File: config.mk
export PLATFORM = sky130hd
export DESIGN_NAME = grid_canvas_flat
export DESIGN_NICKNAME = d
export VERILOG_FILES = /design/src/rtl/grid_canvas_if.sv /design/src/rtl/grid_canvas.sv /design/src/flat_wrapper.sv
export SDC_FILE = /design/constraint.sdc
export NUM_CORES = 2
export LEC_CHECK = 0
export CAP_MARGIN = 15
export CORE_MARGIN = 8
export CORE_UTILIZATION = 51
export DETAILED_ROUTE_END_ITERATION = 6
export DONT_BUFFER_PORTS = 1
export GPL_ROUTABILITY_DRIVEN = 1
export PLACE_DENSITY = 0.67
export SLEW_MARGIN = 20
export SYNTH_ARGS = -nofsm -noshare
export SYNTH_HDL_FRONTEND = slang
export SYNTH_SLANG_ARGS = --single-unit
File: constraint.sdc
create_clock -name i_clk -period 18.6 [get_ports i_clk]
set_clock_uncertainty 0.15 [all_clocks]
set_input_delay 4.65 -clock i_clk [delete_from_list [all_inputs] [get_ports i_clk]]
set_output_delay 4.65 -clock i_clk [all_outputs]
set_load 0.01 [all_outputs]
File: src/rtl/grid_canvas_if.sv
// grid_canvas_if: keyboard, paint control, readout stream and VGA pixel signals
// of grid_canvas. Names carry the direction seen from the canvas (slave side).
interface grid_canvas_if #(
  parameter int PIX_BITS = 1
);
  logic [7:0]          i_scan_code;
  logic                i_scan_valid;
  logic                i_brush_en;
  logic                i_erase_en;
  logic                i_clear_req;
  logic                i_rd_start;
  logic                i_out_ready;
  logic                o_out_valid;
  logic [PIX_BITS-1:0] o_out_data;
  logic                o_out_last;
  logic                o_busy;
  logic [4:0]          o_cursor_x;
  logic [4:0]          o_cursor_y;
  logic [7:0]          o_vga_x;
  logic [6:0]          o_vga_y;
  logic [2:0]          o_vga_colour;
  logic                o_vga_plot;

  modport master (
    output i_scan_code, i_scan_valid, i_brush_en, i_erase_en,
           i_clear_req, i_rd_start, i_out_ready,
    input  o_out_valid, o_out_data, o_out_last, o_busy, o_cursor_x, o_cursor_y,
           o_vga_x, o_vga_y, o_vga_colour, o_vga_plot
  );

  modport slave (
    input  i_scan_code, i_scan_valid, i_brush_en, i_erase_en,
           i_clear_req, i_rd_start, i_out_ready,
    output o_out_valid, o_out_data, o_out_last, o_busy, o_cursor_x, o_cursor_y,
           o_vga_x, o_vga_y, o_vga_colour, o_vga_plot
  );
endinterface

File: src/rtl/grid_canvas.sv
// grid_canvas: PS/2 scan codes move a cursor over a cell grid, brush/erase
// paint the cell under it, a free-running scanner rasterises the grid to the
// VGA pixel port and a readout stream dumps the canvas in raster order.
//
// state   | meaning
// S_CLEAR | zeroing one cell per cycle, busy
// S_IDLE  | moves and painting active
// S_READ  | streaming cells 0..N-1, canvas and cursor frozen, busy
module grid_canvas #(
  parameter int GRID_W    = 28,
  parameter int GRID_H    = 28,
  parameter int CELL_PX   = 4,
  parameter int PIX_BITS  = 1,
  parameter int DELAY_MAX = 2000000
) (
  input  logic         i_clk,
  input  logic         i_reset,
  grid_canvas_if.slave io_bus
);
  localparam int N   = GRID_W * GRID_H;
  localparam int AW  = $clog2(N);
  localparam int HW  = (DELAY_MAX > 0) ? $clog2(DELAY_MAX + 1) : 1;
  localparam int CSH = $clog2(CELL_PX);

  localparam logic [AW-1:0] A_LAST  = AW'(N - 1);
  localparam logic [7:0]    PX_LAST = 8'(GRID_W * CELL_PX - 1);
  localparam logic [6:0]    PY_LAST = 7'(GRID_H * CELL_PX - 1);
  localparam logic [4:0]    X_MAX   = 5'(GRID_W - 1);
  localparam logic [4:0]    Y_MAX   = 5'(GRID_H - 1);
  localparam logic [HW-1:0] H_LOAD  = HW'(DELAY_MAX);

  localparam logic [7:0] SC_EXT   = 8'hE0;
  localparam logic [7:0] SC_BRK   = 8'hF0;
  localparam logic [7:0] SC_LEFT  = 8'h6B;
  localparam logic [7:0] SC_RIGHT = 8'h74;
  localparam logic [7:0] SC_UP    = 8'h75;
  localparam logic [7:0] SC_DOWN  = 8'h72;

  typedef enum logic [1:0] {S_CLEAR, S_IDLE, S_READ} state_t;

  state_t              r_state;
  logic [PIX_BITS-1:0] r_mem [N];
  logic [AW-1:0]       r_clr_addr;
  logic [AW-1:0]       r_rd_addr;
  logic                r_busy;
  logic                r_out_valid;
  logic [4:0]          r_cur_x;
  logic [4:0]          r_cur_y;
  logic [HW-1:0]       r_holdoff;
  logic                r_brk;
  logic [7:0]          r_px;
  logic [6:0]          r_py;
  logic [7:0]          r_vga_x;
  logic [6:0]          r_vga_y;
  logic [2:0]          r_vga_colour;
  logic                r_vga_plot;

  logic                w_term;
  logic                w_step;
  logic                w_move;
  logic [4:0]          w_nx;
  logic [4:0]          w_ny;
  logic [AW-1:0]       w_cur_addr;
  logic                w_we;
  logic [AW-1:0]       w_waddr;
  logic [PIX_BITS-1:0] w_wdata;
  logic [7:0]          w_cell_x;
  logic [6:0]          w_cell_y;
  logic [AW-1:0]       w_scan_addr;
  logic                w_on_cursor;
  logic [2:0]          w_colour;

  assign w_cur_addr  = AW'(32'(r_cur_y) * GRID_W + 32'(r_cur_x));
  assign w_cell_x    = r_px >> CSH;
  assign w_cell_y    = r_py >> CSH;
  assign w_scan_addr = AW'(32'(w_cell_y) * GRID_W + 32'(w_cell_x));
  assign w_on_cursor = (w_cell_x == {3'b000, r_cur_x}) && (w_cell_y == {2'b00, r_cur_y});

  // Decode a terminal scan code into a clamped cursor step. The E0 prefix only
  // distinguishes keypad from cursor-block arrows, which move identically, so
  // only the break flag affects the decision.
  always_comb begin
    w_term = io_bus.i_scan_valid && (io_bus.i_scan_code != SC_EXT)
             && (io_bus.i_scan_code != SC_BRK);
    w_nx   = r_cur_x;
    w_ny   = r_cur_y;
    w_step = 1'b0;
    if (w_term && !r_brk) begin
      case (io_bus.i_scan_code)
        SC_LEFT:  if (r_cur_x != 5'd0)  begin w_nx = r_cur_x - 5'd1; w_step = 1'b1; end
        SC_RIGHT: if (r_cur_x != X_MAX) begin w_nx = r_cur_x + 5'd1; w_step = 1'b1; end
        SC_UP:    if (r_cur_y != 5'd0)  begin w_ny = r_cur_y - 5'd1; w_step = 1'b1; end
        SC_DOWN:  if (r_cur_y != Y_MAX) begin w_ny = r_cur_y + 5'd1; w_step = 1'b1; end
        default: ;
      endcase
    end
    w_move = w_step && (r_state == S_IDLE) && (r_holdoff == '0);
  end

  // Single write port: clear sweep, else brush (wins) or erase at the cursor.
  always_comb begin
    w_we    = 1'b0;
    w_waddr = '0;
    w_wdata = '0;
    if (r_state == S_CLEAR) begin
      w_we    = 1'b1;
      w_waddr = r_clr_addr;
    end else if (r_state == S_IDLE) begin
      if (io_bus.i_brush_en) begin
        w_we    = 1'b1;
        w_waddr = w_cur_addr;
        w_wdata = '1;
      end else if (io_bus.i_erase_en) begin
        w_we    = 1'b1;
        w_waddr = w_cur_addr;
      end
    end
  end

  // Cell storage; contents are defined by the clear sweep, not by reset.
  always_ff @(posedge i_clk) begin
    if (w_we) r_mem[w_waddr] <= w_wdata;
  end

  // Main FSM with registered busy/out_valid.
  always_ff @(posedge i_clk) begin
    if (i_reset) begin
      r_state     <= S_CLEAR;
      r_clr_addr  <= '0;
      r_rd_addr   <= '0;
      r_busy      <= 1'b1;
      r_out_valid <= 1'b0;
    end else begin
      case (r_state)
        S_CLEAR: begin
          if (r_clr_addr == A_LAST) begin
            r_state <= S_IDLE;
            r_busy  <= 1'b0;
          end else begin
            r_clr_addr <= r_clr_addr + AW'(1);
          end
        end
        S_IDLE: begin
          if (io_bus.i_clear_req) begin
            r_state    <= S_CLEAR;
            r_clr_addr <= '0;
            r_busy     <= 1'b1;
          end else if (io_bus.i_rd_start) begin
            r_state     <= S_READ;
            r_rd_addr   <= '0;
            r_busy      <= 1'b1;
            r_out_valid <= 1'b1;
          end
        end
        S_READ: begin
          if (io_bus.i_out_ready) begin
            if (r_rd_addr == A_LAST) begin
              r_state     <= S_IDLE;
              r_busy      <= 1'b0;
              r_out_valid <= 1'b0;
            end else begin
              r_rd_addr <= r_rd_addr + AW'(1);
            end
          end
        end
        default: begin
          r_state <= S_CLEAR;
          r_busy  <= 1'b1;
        end
      endcase
    end
  end

  // Scan-code flag, cursor position and move hold-off counter.
  always_ff @(posedge i_clk) begin
    if (i_reset) begin
      r_cur_x   <= 5'(GRID_W / 2);
      r_cur_y   <= 5'(GRID_H / 2);
      r_holdoff <= '0;
      r_brk     <= 1'b0;
    end else begin
      if (io_bus.i_scan_valid) begin
        if (io_bus.i_scan_code == SC_BRK) r_brk <= 1'b1;
        else if (w_term)                  r_brk <= 1'b0;
      end
      if (w_move) begin
        r_cur_x   <= w_nx;
        r_cur_y   <= w_ny;
        r_holdoff <= H_LOAD;
      end else if (r_holdoff != '0) begin
        r_holdoff <= r_holdoff - HW'(1);
      end
    end
  end

  assign w_colour = w_on_cursor ? 3'b100 :
                    (r_mem[w_scan_addr] != '0) ? 3'b111 : 3'b001;

  // Raster scanner; coordinates and colour are registered together.
  always_ff @(posedge i_clk) begin
    if (i_reset) begin
      r_px         <= '0;
      r_py         <= '0;
      r_vga_x      <= '0;
      r_vga_y      <= '0;
      r_vga_colour <= '0;
      r_vga_plot   <= 1'b0;
    end else begin
      r_vga_x      <= r_px;
      r_vga_y      <= r_py;
      r_vga_colour <= w_colour;
      r_vga_plot   <= 1'b1;
      if (r_px == PX_LAST) begin
        r_px <= '0;
        r_py <= (r_py == PY_LAST) ? 7'd0 : r_py + 7'd1;
      end else begin
        r_px <= r_px + 8'd1;
      end
    end
  end

  assign io_bus.o_busy       = r_busy;
  assign io_bus.o_out_valid  = r_out_valid;
  assign io_bus.o_out_data   = r_out_valid ? r_mem[r_rd_addr] : '0;
  assign io_bus.o_out_last   = r_out_valid && (r_rd_addr == A_LAST);
  assign io_bus.o_cursor_x   = r_cur_x;
  assign io_bus.o_cursor_y   = r_cur_y;
  assign io_bus.o_vga_x      = r_vga_x;
  assign io_bus.o_vga_y      = r_vga_y;
  assign io_bus.o_vga_colour = r_vga_colour;
  assign io_bus.o_vga_plot   = r_vga_plot;
endmodule

File: src/flat_wrapper.sv
// flat-port wrapper written by rule: the top's interface ports become plain ports
module grid_canvas_flat 
#(
  parameter int GRID_W    = 28,
  parameter int GRID_H    = 28,
  parameter int CELL_PX   = 4,
  parameter int PIX_BITS  = 1,
  parameter int DELAY_MAX = 2000000
)
  (i_clk, i_reset, io_bus_i_scan_code, io_bus_i_scan_valid, io_bus_i_brush_en, io_bus_i_erase_en, io_bus_i_clear_req, io_bus_i_rd_start, io_bus_i_out_ready, io_bus_o_out_valid, io_bus_o_out_data, io_bus_o_out_last, io_bus_o_busy, io_bus_o_cursor_x, io_bus_o_cursor_y, io_bus_o_vga_x, io_bus_o_vga_y, io_bus_o_vga_colour, io_bus_o_vga_plot);
  grid_canvas_if #(.PIX_BITS(PIX_BITS)) io_bus_i ();
  input  logic i_clk;
  input  logic i_reset;
  input wire logic [$bits(io_bus_i.i_scan_code)-1:0] io_bus_i_scan_code;
  input wire logic [$bits(io_bus_i.i_scan_valid)-1:0] io_bus_i_scan_valid;
  input wire logic [$bits(io_bus_i.i_brush_en)-1:0] io_bus_i_brush_en;
  input wire logic [$bits(io_bus_i.i_erase_en)-1:0] io_bus_i_erase_en;
  input wire logic [$bits(io_bus_i.i_clear_req)-1:0] io_bus_i_clear_req;
  input wire logic [$bits(io_bus_i.i_rd_start)-1:0] io_bus_i_rd_start;
  input wire logic [$bits(io_bus_i.i_out_ready)-1:0] io_bus_i_out_ready;
  output wire logic [$bits(io_bus_i.o_out_valid)-1:0] io_bus_o_out_valid;
  output wire logic [$bits(io_bus_i.o_out_data)-1:0] io_bus_o_out_data;
  output wire logic [$bits(io_bus_i.o_out_last)-1:0] io_bus_o_out_last;
  output wire logic [$bits(io_bus_i.o_busy)-1:0] io_bus_o_busy;
  output wire logic [$bits(io_bus_i.o_cursor_x)-1:0] io_bus_o_cursor_x;
  output wire logic [$bits(io_bus_i.o_cursor_y)-1:0] io_bus_o_cursor_y;
  output wire logic [$bits(io_bus_i.o_vga_x)-1:0] io_bus_o_vga_x;
  output wire logic [$bits(io_bus_i.o_vga_y)-1:0] io_bus_o_vga_y;
  output wire logic [$bits(io_bus_i.o_vga_colour)-1:0] io_bus_o_vga_colour;
  output wire logic [$bits(io_bus_i.o_vga_plot)-1:0] io_bus_o_vga_plot;
  assign io_bus_i.i_scan_code = io_bus_i_scan_code;
  assign io_bus_i.i_scan_valid = io_bus_i_scan_valid;
  assign io_bus_i.i_brush_en = io_bus_i_brush_en;
  assign io_bus_i.i_erase_en = io_bus_i_erase_en;
  assign io_bus_i.i_clear_req = io_bus_i_clear_req;
  assign io_bus_i.i_rd_start = io_bus_i_rd_start;
  assign io_bus_i.i_out_ready = io_bus_i_out_ready;
  assign io_bus_o_out_valid = io_bus_i.o_out_valid;
  assign io_bus_o_out_data = io_bus_i.o_out_data;
  assign io_bus_o_out_last = io_bus_i.o_out_last;
  assign io_bus_o_busy = io_bus_i.o_busy;
  assign io_bus_o_cursor_x = io_bus_i.o_cursor_x;
  assign io_bus_o_cursor_y = io_bus_i.o_cursor_y;
  assign io_bus_o_vga_x = io_bus_i.o_vga_x;
  assign io_bus_o_vga_y = io_bus_i.o_vga_y;
  assign io_bus_o_vga_colour = io_bus_i.o_vga_colour;
  assign io_bus_o_vga_plot = io_bus_i.o_vga_plot;
  grid_canvas #(.GRID_W(GRID_W), .GRID_H(GRID_H), .CELL_PX(CELL_PX), .PIX_BITS(PIX_BITS), .DELAY_MAX(DELAY_MAX)) u_core (.i_clk(i_clk), .i_reset(i_reset), .io_bus(io_bus_i));
endmodule
==> metrics.txt <==
result of the run finished clean; number of vias after detailed routing 30200; post-layout minimum cycle time 10.53 ns; path type of the worst min-delay path reg2reg; Pre-Repair DR Iteration Count 6; top cell type by total area after synthesis edfxtp_1; most area-consuming cells after synthesis edfxtp_1, mux4_2, nor2_1; overflow left after global routing 0; detailed-placement wirelength estimate 79.5 mm; Post-Syn Nets 3371; FF-to-FF Start u_core.r_py[2]$_SDFFE_PP0P_; RD Place Congestion 0.881; hold buffer count at CTS 0; number of cells in the design after placement 4263; sequential share of power 0.501; Final WS setup approximately 8 ns; number of nets with antenna violations after routing 0; Syn. warnings 0; pre-CTS worst setup slack 8.63 ns; post-route non-filler standard cell count 4435; setup repair after global routing missed its margin no; H-tree levels 3; count of fill cells added during filler insertion about 7000; #FFs+latches synth 884; insertion delay to the later sink of the worst-skew pair 0.64 ns; Gate power share 0.073; hold path cells 2; cell area power density 88.3 nW/um^2; Synth top area share 0.513; sum of routed wire length over all layers 137 mm; total routing usage reported by global routing 0.272; number of remaining DRC errors 0; WL met2 65.6 mm; Num Clock Sinks a little under 900; M1 wire length 47.7 mm; Final setup violation count 0; number of enable flip-flop cells after synthesis a little under 800; leakage around 0.015 uW; ys async rst share 0; buffer levels on the longest clock path 3; Resize count post-CTS 0; site row count 110; count of distinct cell types in the synthesized netlist 71; worst hold slack after final layout 0.328 ns; number of maximum-capacitance constraint violations 0; Max Fanout on Critical Path 48; Peak Freq about 95 MHz; I/O pin total 49; highest metal used met5; synthesis-to-finish area growth 8.84%; Switching Power 1020 uW; area inside the core boundary 89600 sq um; cell count after synthesis between 3000 and 4000; routed length on met3 15.7 mm; number of nets in the layout 3254; Arr. time, crit path 5.73 ns; post-synth design cell area 45900 sq um; number of global-route vias before repair roughly 30000; most instantiated flip-flop cell in the synthesis netlist edfxtp_1; switching power share of the total 0.232; Crit path required time 13.80 ns; worst r2r dst u_core.io_bus.o_vga_colour[1]$_SDFF_PP0_; Tightest Pin Transition 1.22 ns; wire length per cell 31.0 um; Diodes inserted 0; drt initial violations 4315; sequential area share after synthesis 0.557; final period utilization 0.566; Hold Vio Cnt, Final 0; CP Capture Type primary output; utilization after layout 0.557; post-CTS setup-driven buffer insertion count 0; first-pass GRT wire length 200 mm; Avg Inst Size Synth 13.9 sq um; count of final max-slew check failures 0; internal reg-to-reg setup slack 12.71 ns; Worst IR Drop VDD 55.1 uV; Worst Reg-to-Reg Cells 10; via density per instance 6.80; Starting Density 0.512; clock-pin slew reported for the worst setup and hold paths after clock tree synthesis ~0.060 ns; antenna violations before repair 2; largest net degree at the start of global routing 332; clock tree from TritonCTS yes; clock buffer count from CTS 92; Total Negative Setup Slacks 0 ns; worst setup path end io_bus_o_out_data; nature of the critical path startpoint register; Internal Dissipation 3380 uW; die area 99800 sq um; ranking of synthesized cells by instance count nor2_1, edfxtp_1, mux4_2, clkbuf_1, nand2_1; worst max-slew margin expressed relative to the limit 0.184; y dimension of the die 316 um; number of buffers added on ports 0; most common cell in the synthesized netlist nor2_1; Clock Power Share 0.426; ratio of cells with drive above 1 in the final layout 0.227; clock root buffer clkbuf_16; CP Class reg2out; width of the chip 316 um
[placed cells by master (no fill, tap or decap), types with 18 or more instances in the layout]
master     count
clkinv_2      21
clkbuf_16     93
xor2_1        36
nor4_1        18
a22oi_1       19
nor2b_1       25
nor3_1        21
o21ai_0       32
nand3_1       26
buf_4         75
dfxtp_1       94
nor2_1       884
or3_1         18
inv_1         31
mux4_2       445
a21oi_1       56
nand4_1       19
ha_1          37
mux2i_1       70
xnor2_1       29
edfxtp_1     784
nand2_1      104
[layer usage]
layer,vias to the layer above,GRT usage
li1,12300,-
met1,15400,0.337
met2,1940,0.446
met3,471,0.0623
met4,4,0.146
met5,-,0
[cell families after synthesis]
| family | share of synthesized area |
|---|---|
| fa+ha+maj | 0.0165 |
| xor+xnor | 0.0133 |
| flops | 0.557 |
| buf+inv | 0.0309 |
| compound gates | 0.0320 |
| simple gates | 0.113 |
| mux | 0.238 |
[area by class of cell]
cell class / count / area (sq um) / share of cell area
Clock buffer: 111 / 2430 / 0.0486
Timing Repair Buffer: 84 / 693 / 0.0139
Inverter: 32 / 120 / 0.00241
Clock inverter: 56 / 583 / 0.0117
Multi-Input combinational cell: 2092 / 19100 / 0.382
Sequential cell: 884 / 25600 / 0.512
Tap cell: 1176 / 1470 / 0.0295
[state kept, by name, summed over array words and instances, names as in the netlist, named ones only]
register,cells
u_core.io_bus.o_busy,1
u_core.io_bus.o_cursor_x,5
u_core.io_bus.o_cursor_y,5
u_core.io_bus.o_out_valid,1
u_core.io_bus.o_vga_colour,3
u_core.io_bus.o_vga_plot,1
u_core.io_bus.o_vga_x,8
u_core.io_bus.o_vga_y,7
u_core.r_brk,1
u_core.r_clr_addr,10
u_core.r_holdoff,21
u_core.r_mem,784
u_core.r_px,8
u_core.r_py,7
u_core.r_rd_addr,10
u_core.r_state,2
[worst max-delay path: stages, from the launching register on]
cell and delay, ns:
dfxtp_4 0.77, buf_4 0.87, buf_4 0.82, mux4_2 0.61, mux4_2 0.51, mux4_2 0.52
mux2_2 0.29, o211ai_1 0.21, nand3_1 0.38
[metrics by stage]
stage	power (uW)	area, sq um
after floorplan	2480	45900
after global placement	2550	46800
after detailed placement	2570	46800
after CTS	4420	49800
after global routing	4520	49900
final	4410	49900
[power groups by stage]
stage / combinational [uW] / clock (uW) / sequential [uW]
floorplan: 219 / 0 / 2260
global placement: 304 / 0 / 2250
detailed placement: 314 / 0 / 2250
CTS: 316 / 1890 / 2210
global route: 348 / 1960 / 2210
finish: 322 / 1880 / 2210
[worst min-delay path by stage]
stage | startpoint | to
3_5_place_dp | u_core.r_px[0]$_SDFF_PP0_ | u_core.r_px[0]$_SDFF_PP0_
6_report | u_core.r_holdoff[4]$_SDFFE_PP0N_ | u_core.r_holdoff[4]$_SDFFE_PP0N_
3_3_place_gp | u_core.r_holdoff[4]$_SDFFE_PP0N_ | u_core.r_holdoff[4]$_SDFFE_PP0N_
4_1_cts | u_core.r_holdoff[4]$_SDFFE_PP0N_ | u_core.r_holdoff[4]$_SDFFE_PP0N_
5_1_grt | u_core.r_holdoff[4]$_SDFFE_PP0N_ | u_core.r_holdoff[4]$_SDFFE_PP0N_
2_1_floorplan | u_core.r_holdoff[4]$_SDFFE_PP0N_ | u_core.r_holdoff[4]$_SDFFE_PP0N_
Note: power is estimated with default switching activity, not from simulation.
